File: src/rtl/spi_reg_pkg.sv
// Shared types and constants for the SPI register-access controller.
package spi_reg_pkg;

    typedef enum logic [2:0] {
        ST_IDLE,
        ST_CMD,
        ST_WR,
        ST_RD_REQ,
        ST_RD_WAIT,
        ST_RD_HOLD,
        ST_DRAIN
    } state_t;

    localparam int         CMD_RD_BIT = 7;
    localparam logic [7:0] DRAIN_FILL = 8'hFF;
    localparam logic [7:0] IDLE_FILL  = 8'h00;

endpackage

File: src/rtl/spi_reg_ctrl.sv
// Sequences SPI slave bytes into register-file writes and prefetched reads.
// Define SPI_REG_CTRL_STATUS_EN to return {rd_late, err_addr} while the command byte shifts.
module spi_reg_ctrl
    import spi_reg_pkg::*;
#(
    parameter int ADDR_W    = 7,
    parameter int REG_COUNT = 128
) (
    input  logic              clk,
    input  logic              rst,
    input  logic              frame_active,
    input  logic              rx_valid,
    input  logic [7:0]        rx_data,
    output logic [7:0]        tx_data,
    output logic [ADDR_W-1:0] reg_addr,
    output logic [7:0]        reg_wdata,
    output logic              reg_we,
    output logic              reg_re,
    input  logic [7:0]        reg_rdata,
    input  logic              reg_rvalid,
    output logic              busy,
    output logic              err_addr,
    output logic              rd_late
);

    localparam logic [ADDR_W-1:0] LAST_ADDR   = ADDR_W'(REG_COUNT - 1);
    localparam logic [31:0]       REG_COUNT_U = 32'(REG_COUNT);

    state_t            state, state_n;
    logic              frame_q;
    logic [ADDR_W-1:0] addr, addr_n, reg_addr_n, cmd_addr;
    logic [7:0]        tx_n, reg_wdata_n, fill;
    logic              we_n, re_n, busy_n, err_n, late_n, cmd_ok;

    function automatic logic [ADDR_W-1:0] inc_addr(input logic [ADDR_W-1:0] a);
        return (a == LAST_ADDR) ? '0 : a + 1'b1;
    endfunction

    assign cmd_addr = rx_data[ADDR_W-1:0];
    assign cmd_ok   = 32'(cmd_addr) < REG_COUNT_U;

    always_comb begin
        state_n     = state;
        addr_n      = addr;
        reg_addr_n  = reg_addr;
        reg_wdata_n = reg_wdata;
        tx_n        = tx_data;
        we_n        = 1'b0;
        re_n        = 1'b0;
        err_n       = err_addr;
        late_n      = rd_late;

        case (state)
            ST_IDLE: begin
                if (frame_active && !frame_q) state_n = ST_CMD;
            end
            ST_CMD: begin
                if (rx_valid) begin
                    addr_n = cmd_addr;
                    if (!cmd_ok) begin
                        err_n   = 1'b1;
                        state_n = ST_DRAIN;
                    end else if (rx_data[CMD_RD_BIT]) begin
                        state_n    = ST_RD_REQ;
                        reg_addr_n = cmd_addr;
                        re_n       = 1'b1;
                    end else begin
                        state_n = ST_WR;
                    end
                end
            end
            ST_WR: begin
                if (rx_valid) begin
                    we_n        = 1'b1;
                    reg_addr_n  = addr;
                    reg_wdata_n = rx_data;
                    addr_n      = inc_addr(addr);
                end
            end
            ST_RD_REQ: begin
                state_n = ST_RD_WAIT;
                if (rx_valid) late_n = 1'b1;
            end
            ST_RD_WAIT: begin
                // A response that arrives after its byte slot is still loaded for the next one.
                if (reg_rvalid) begin
                    tx_n    = reg_rdata;
                    addr_n  = inc_addr(addr);
                    state_n = ST_RD_HOLD;
                end else if (rx_valid) begin
                    late_n = 1'b1;
                end
            end
            ST_RD_HOLD: begin
                if (rx_valid) begin
                    state_n    = ST_RD_REQ;
                    reg_addr_n = addr;
                    re_n       = 1'b1;
                end
            end
            ST_DRAIN: ;
            default: state_n = ST_IDLE;
        endcase

        // Frame end wins over everything except a write strobe for the final byte.
        if (state != ST_IDLE && !frame_active) begin
            state_n = ST_IDLE;
            re_n    = 1'b0;
        end

`ifdef SPI_REG_CTRL_STATUS_EN
        fill = {6'b0, late_n, err_n};
`else
        fill = IDLE_FILL;
`endif

        case (state_n)
            ST_IDLE, ST_CMD: tx_n = fill;
            ST_DRAIN:        tx_n = DRAIN_FILL;
            ST_WR:           tx_n = IDLE_FILL;
            default:         ;
        endcase

        busy_n = (state_n != ST_IDLE);
    end

    always_ff @(posedge clk or posedge rst) begin
        if (rst) begin
            state     <= ST_IDLE;
            frame_q   <= 1'b0;
            addr      <= '0;
            tx_data   <= IDLE_FILL;
            reg_addr  <= '0;
            reg_wdata <= '0;
            reg_we    <= 1'b0;
            reg_re    <= 1'b0;
            busy      <= 1'b0;
            err_addr  <= 1'b0;
            rd_late   <= 1'b0;
        end else begin
            state     <= state_n;
            frame_q   <= frame_active;
            addr      <= addr_n;
            tx_data   <= tx_n;
            reg_addr  <= reg_addr_n;
            reg_wdata <= reg_wdata_n;
            reg_we    <= we_n;
            reg_re    <= re_n;
            busy      <= busy_n;
            err_addr  <= err_n;
            rd_late   <= late_n;
        end
    end

endmodule

File: config.mk
export PLATFORM = sky130hd
export DESIGN_NAME = spi_reg_ctrl
export DESIGN_NICKNAME = d
export VERILOG_FILES = /design/src/rtl/spi_reg_pkg.sv /design/src/rtl/spi_reg_ctrl.sv
export SDC_FILE = /design/constraint.sdc
export NUM_CORES = 1
export LEC_CHECK = 0
export BUFFER_PORTS_ARGS = -buffer_cell sky130_fd_sc_hd__buf_2
export CORE_UTILIZATION = 53
export CTS_CLUSTER_SIZE = 16
export DETAILED_ROUTE_END_ITERATION = 12
export GPL_TIMING_DRIVEN = 1
export PLACE_DENSITY = 0.79
export SKIP_LAST_GASP = 1
export SLEW_MARGIN = 20
export SYNTH_ARGS = -nofsm -noshare
export SYNTH_HDL_FRONTEND = slang
export SYNTH_SLANG_ARGS = --single-unit
File: constraint.sdc
create_clock -name clk -period 2.1 [get_ports clk]
set_clock_uncertainty 0.15 [all_clocks]
set_input_delay 0.42 -clock clk [delete_from_list [all_inputs] [get_ports clk]]
set_output_delay 0.42 -clock clk [all_outputs]
set_load 0.01 [all_outputs]
==> impl_metrics.ini <==
[outcome]
result_of_the_run = finished, final reports clean

[route]
drt.antenna.violating_nets = 0
wl_per_cell_microns = 14.4
detailroute.via_count = 1444
remaining_drc_errors = 0
drt_pass1_iterations = 4
route.detailed.vias_per_inst = 5.43
detail_route.iter0.violations = 89
post_route_wl_microns = 3830

[synth]
ys_dominant_reg_cell = sky130_fd_sc_hd__dfrtp_1
synth-seq-area-share = 0.481
syn-instance-count = 169
syn_area_per_cell_sq_um = 11.7
synth_top_area_share = 0.481
ys_warnings = 0
synth-edff-count = 0
synthArstFlopShare = 1.00
syn-cell-area_sq_um = 1980
syn_nets = 191
synthDistinctLibCells = 49
synth_top_cells_by_area = sky130_fd_sc_hd__dfrtp_1 (48%), sky130_fd_sc_hd__mux2_1 (9.1%), sky130_fd_sc_hd__nand2_1 (4.4%)
ys_ff_latch = 38
synth_area_leader_cell = sky130_fd_sc_hd__dfrtp_1

[cts]
clock_latency_ns = 0.29
cts_post_setup_buffers_inserted = 0
postCtsResizedCells = 0
clock-sinks = 38
tritoncts = yes
cts-root-buf = sky130_fd_sc_hd__clkbuf_8
clk_pin_slew_ns = 0.07
cts_htree_levels = 2
cts-root-to-sink-buffers = 2
cts_hold_buffers = 0
cts_made_buffers = 5

[global_routing]
grt_first_pass_wirelength_microns = 6820
grt_util_all_layers = 0.224
grt_pass1_vias = 1459
antenna_found_initial = 0
globalRouteOverflowTotal = 0
pin_count_of_the_biggest_net_entering_global_routing = 39

[floorplanning]
die_x_microns = 63.1
core-area_sq_um = 3440
die_area_sq_um = 3980
ios = 49
die_height_microns = 63.1
core.rowCount = 21
initial_cell_density_of_the_core = 0.575

[min_path]
hold_path.class = in2async

[cells_and_area]
drive_above_1_share = 0.386
design_area_final_sq_um = 2330
final_net_count = 242
diodes = 0
flow.area_growth_from_synthesis_pct = 17.6

[place]
dp_worst_setup_slack_ns = 0.103
place_area_sq_um = 2250
port_buffers = 47
place.detailed.hpwl_microns = 2840
gpl.final_weighted_congestion = 0.862

[setup_path]
timing.reg2reg.setup_slack_ns = 0.1
crit_path_max_fanout = 11
cp.required_ns = 2.13
arrival_ns = 2.03
setup.worst_path.end_class = flip-flop
critPathLaunchType = flip-flop
timing_worst_setup_path_type = reg2reg

[timing]
timing.slew.headroom = 0.615
grt_setup_unrepaired = false
totalNegativeSetupSlack_ns = 0
period_minus_slack_ns = 2.00
final.period_utilization = 0.955
finalHoldViolCount = 0
slew_viol_final = 0
worst_pin_slew_ns = 0.570
maximum_clock_frequency_mhz = 499
setup_viol = 0
setup_slack_ns = 0.0953
worst_hold_slack_ns = 0.0775

[power_and_ir_drop]
sequentialPowerShare = 0.501
power.net_switching_uw = 669
vdd_ir_drop_max_mv = 0.594
p_leak_uw = 0.00106
proportion_of_power_drawn_by_combinational_gates = 0.276
power.share.clock = 0.223
internal_power_uw = 1440
report.power.total_uw = 2110
p_per_area_nw_per_um2 = 905
power.share.switching = 0.318

[run]
max_cap_viol_count = 0
[metrics by stage]
step	util	std cells
floorplan	-	169
global placement	0.653	259
detailed placement	0.653	259
CTS	0.676	266
global route	0.676	266
finish	0.676	266
[per-layer routing]
metal / track usage / vias to the layer above / share of wire
li1: - / 704 / -
met1: 0.271 / 699 / 0.45
met2: 0.376 / 35 / 0.50
met3: 0.0543 / 6 / 0.038
met4: 0.0959 / 0 / 0.017
met5: 0 / - / 0
[sequential cells by signal, summed over array words and instances (netlist names)]
| signal | count |
|---|---|
| rd_late | 1 |
| busy | 1 |
| tx_data | 8 |
| addr | 7 |
| state | 3 |
| reg_wdata | 8 |
| reg_re | 1 |
| frame_q | 1 |
| reg_addr | 7 |
| reg_we | 1 |
[cell usage in the layout (no fill, tap or decap), types with 3 or more instances in the layout]
cell type,n
sky130_fd_sc_hd__a31oi_1,10
sky130_fd_sc_hd__mux2_1,16
sky130_fd_sc_hd__buf_4,8
sky130_fd_sc_hd__mux2i_1,5
sky130_fd_sc_hd__buf_2,47
sky130_fd_sc_hd__clkbuf_8,5
sky130_fd_sc_hd__mux2_2,7
sky130_fd_sc_hd__nand3_1,4
sky130_fd_sc_hd__nand2_1,23
sky130_fd_sc_hd__nand2b_1,4
sky130_fd_sc_hd__inv_1,5
sky130_fd_sc_hd__nand3b_1,3
sky130_fd_sc_hd__dfrtp_1,38
sky130_fd_sc_hd__nor2_1,4
[Yosys cell counts (3+ instances only)]
master / count
sky130_fd_sc_hd__buf_6: 3
sky130_fd_sc_hd__buf_2: 3
sky130_fd_sc_hd__nand2b_1: 4
sky130_fd_sc_hd__buf_4: 4
sky130_fd_sc_hd__nor2_1: 4
sky130_fd_sc_hd__a31oi_1: 10
sky130_fd_sc_hd__mux2_1: 16
sky130_fd_sc_hd__dfrtp_1: 38
sky130_fd_sc_hd__mux2_2: 7
sky130_fd_sc_hd__nand3b_1: 3
sky130_fd_sc_hd__nand2_1: 23
sky130_fd_sc_hd__nand3_1: 4
sky130_fd_sc_hd__inv_1: 5
sky130_fd_sc_hd__mux2i_1: 5
[power groups by stage]
stage	logic, uW	clock network [uW]	registers, uW
after global placement	571	0	1060
after floorplan	327	0	1100
final	581	469	1060
after detailed placement	591	0	1070
after CTS	591	479	1060
after global routing	649	512	1080
[worst paths after layout]
kind,from,endpoint,cells after the start
max,state[2],reg_addr[0],4
min,rst,reg_wdata[6],3
max reg2reg,state[2],reg_addr[0],4
min reg2reg,rd_late,rd_late,1
max in group asynchronous,rst,state[0],3
min in group clk,frame_active,frame_q,1
[cells by family after synthesis]
group,Yosys count,share of synthesized area
fa+ha+maj,1,0.00632
buf+inv,17,0.0531
mux,29,0.168
flops,38,0.481
other cells,1,0.00190
simple gates,52,0.164
compound gates,31,0.126
[area by class of cell]
class	count	area, sq um
tap	46	57.6
clock inverter	2	10.0
fill	284	1110
sequential	38	951
inverter	6	22.5
timing repair buffer	55	295
clock buffer	5	68.8
multi-input combinational	114	922
[critical path, stage by stage, from the launching register on]
cell and delay [ns]:
sky130_fd_sc_hd__dfrtp_1 0.59, sky130_fd_sc_hd__nand2b_2 0.18, sky130_fd_sc_hd__mux2i_4 0.34, sky130_fd_sc_hd__mux2_1 0.36, sky130_fd_sc_hd__mux2_2 0.26
Note: power is estimated with default switching activity, not from simulation.
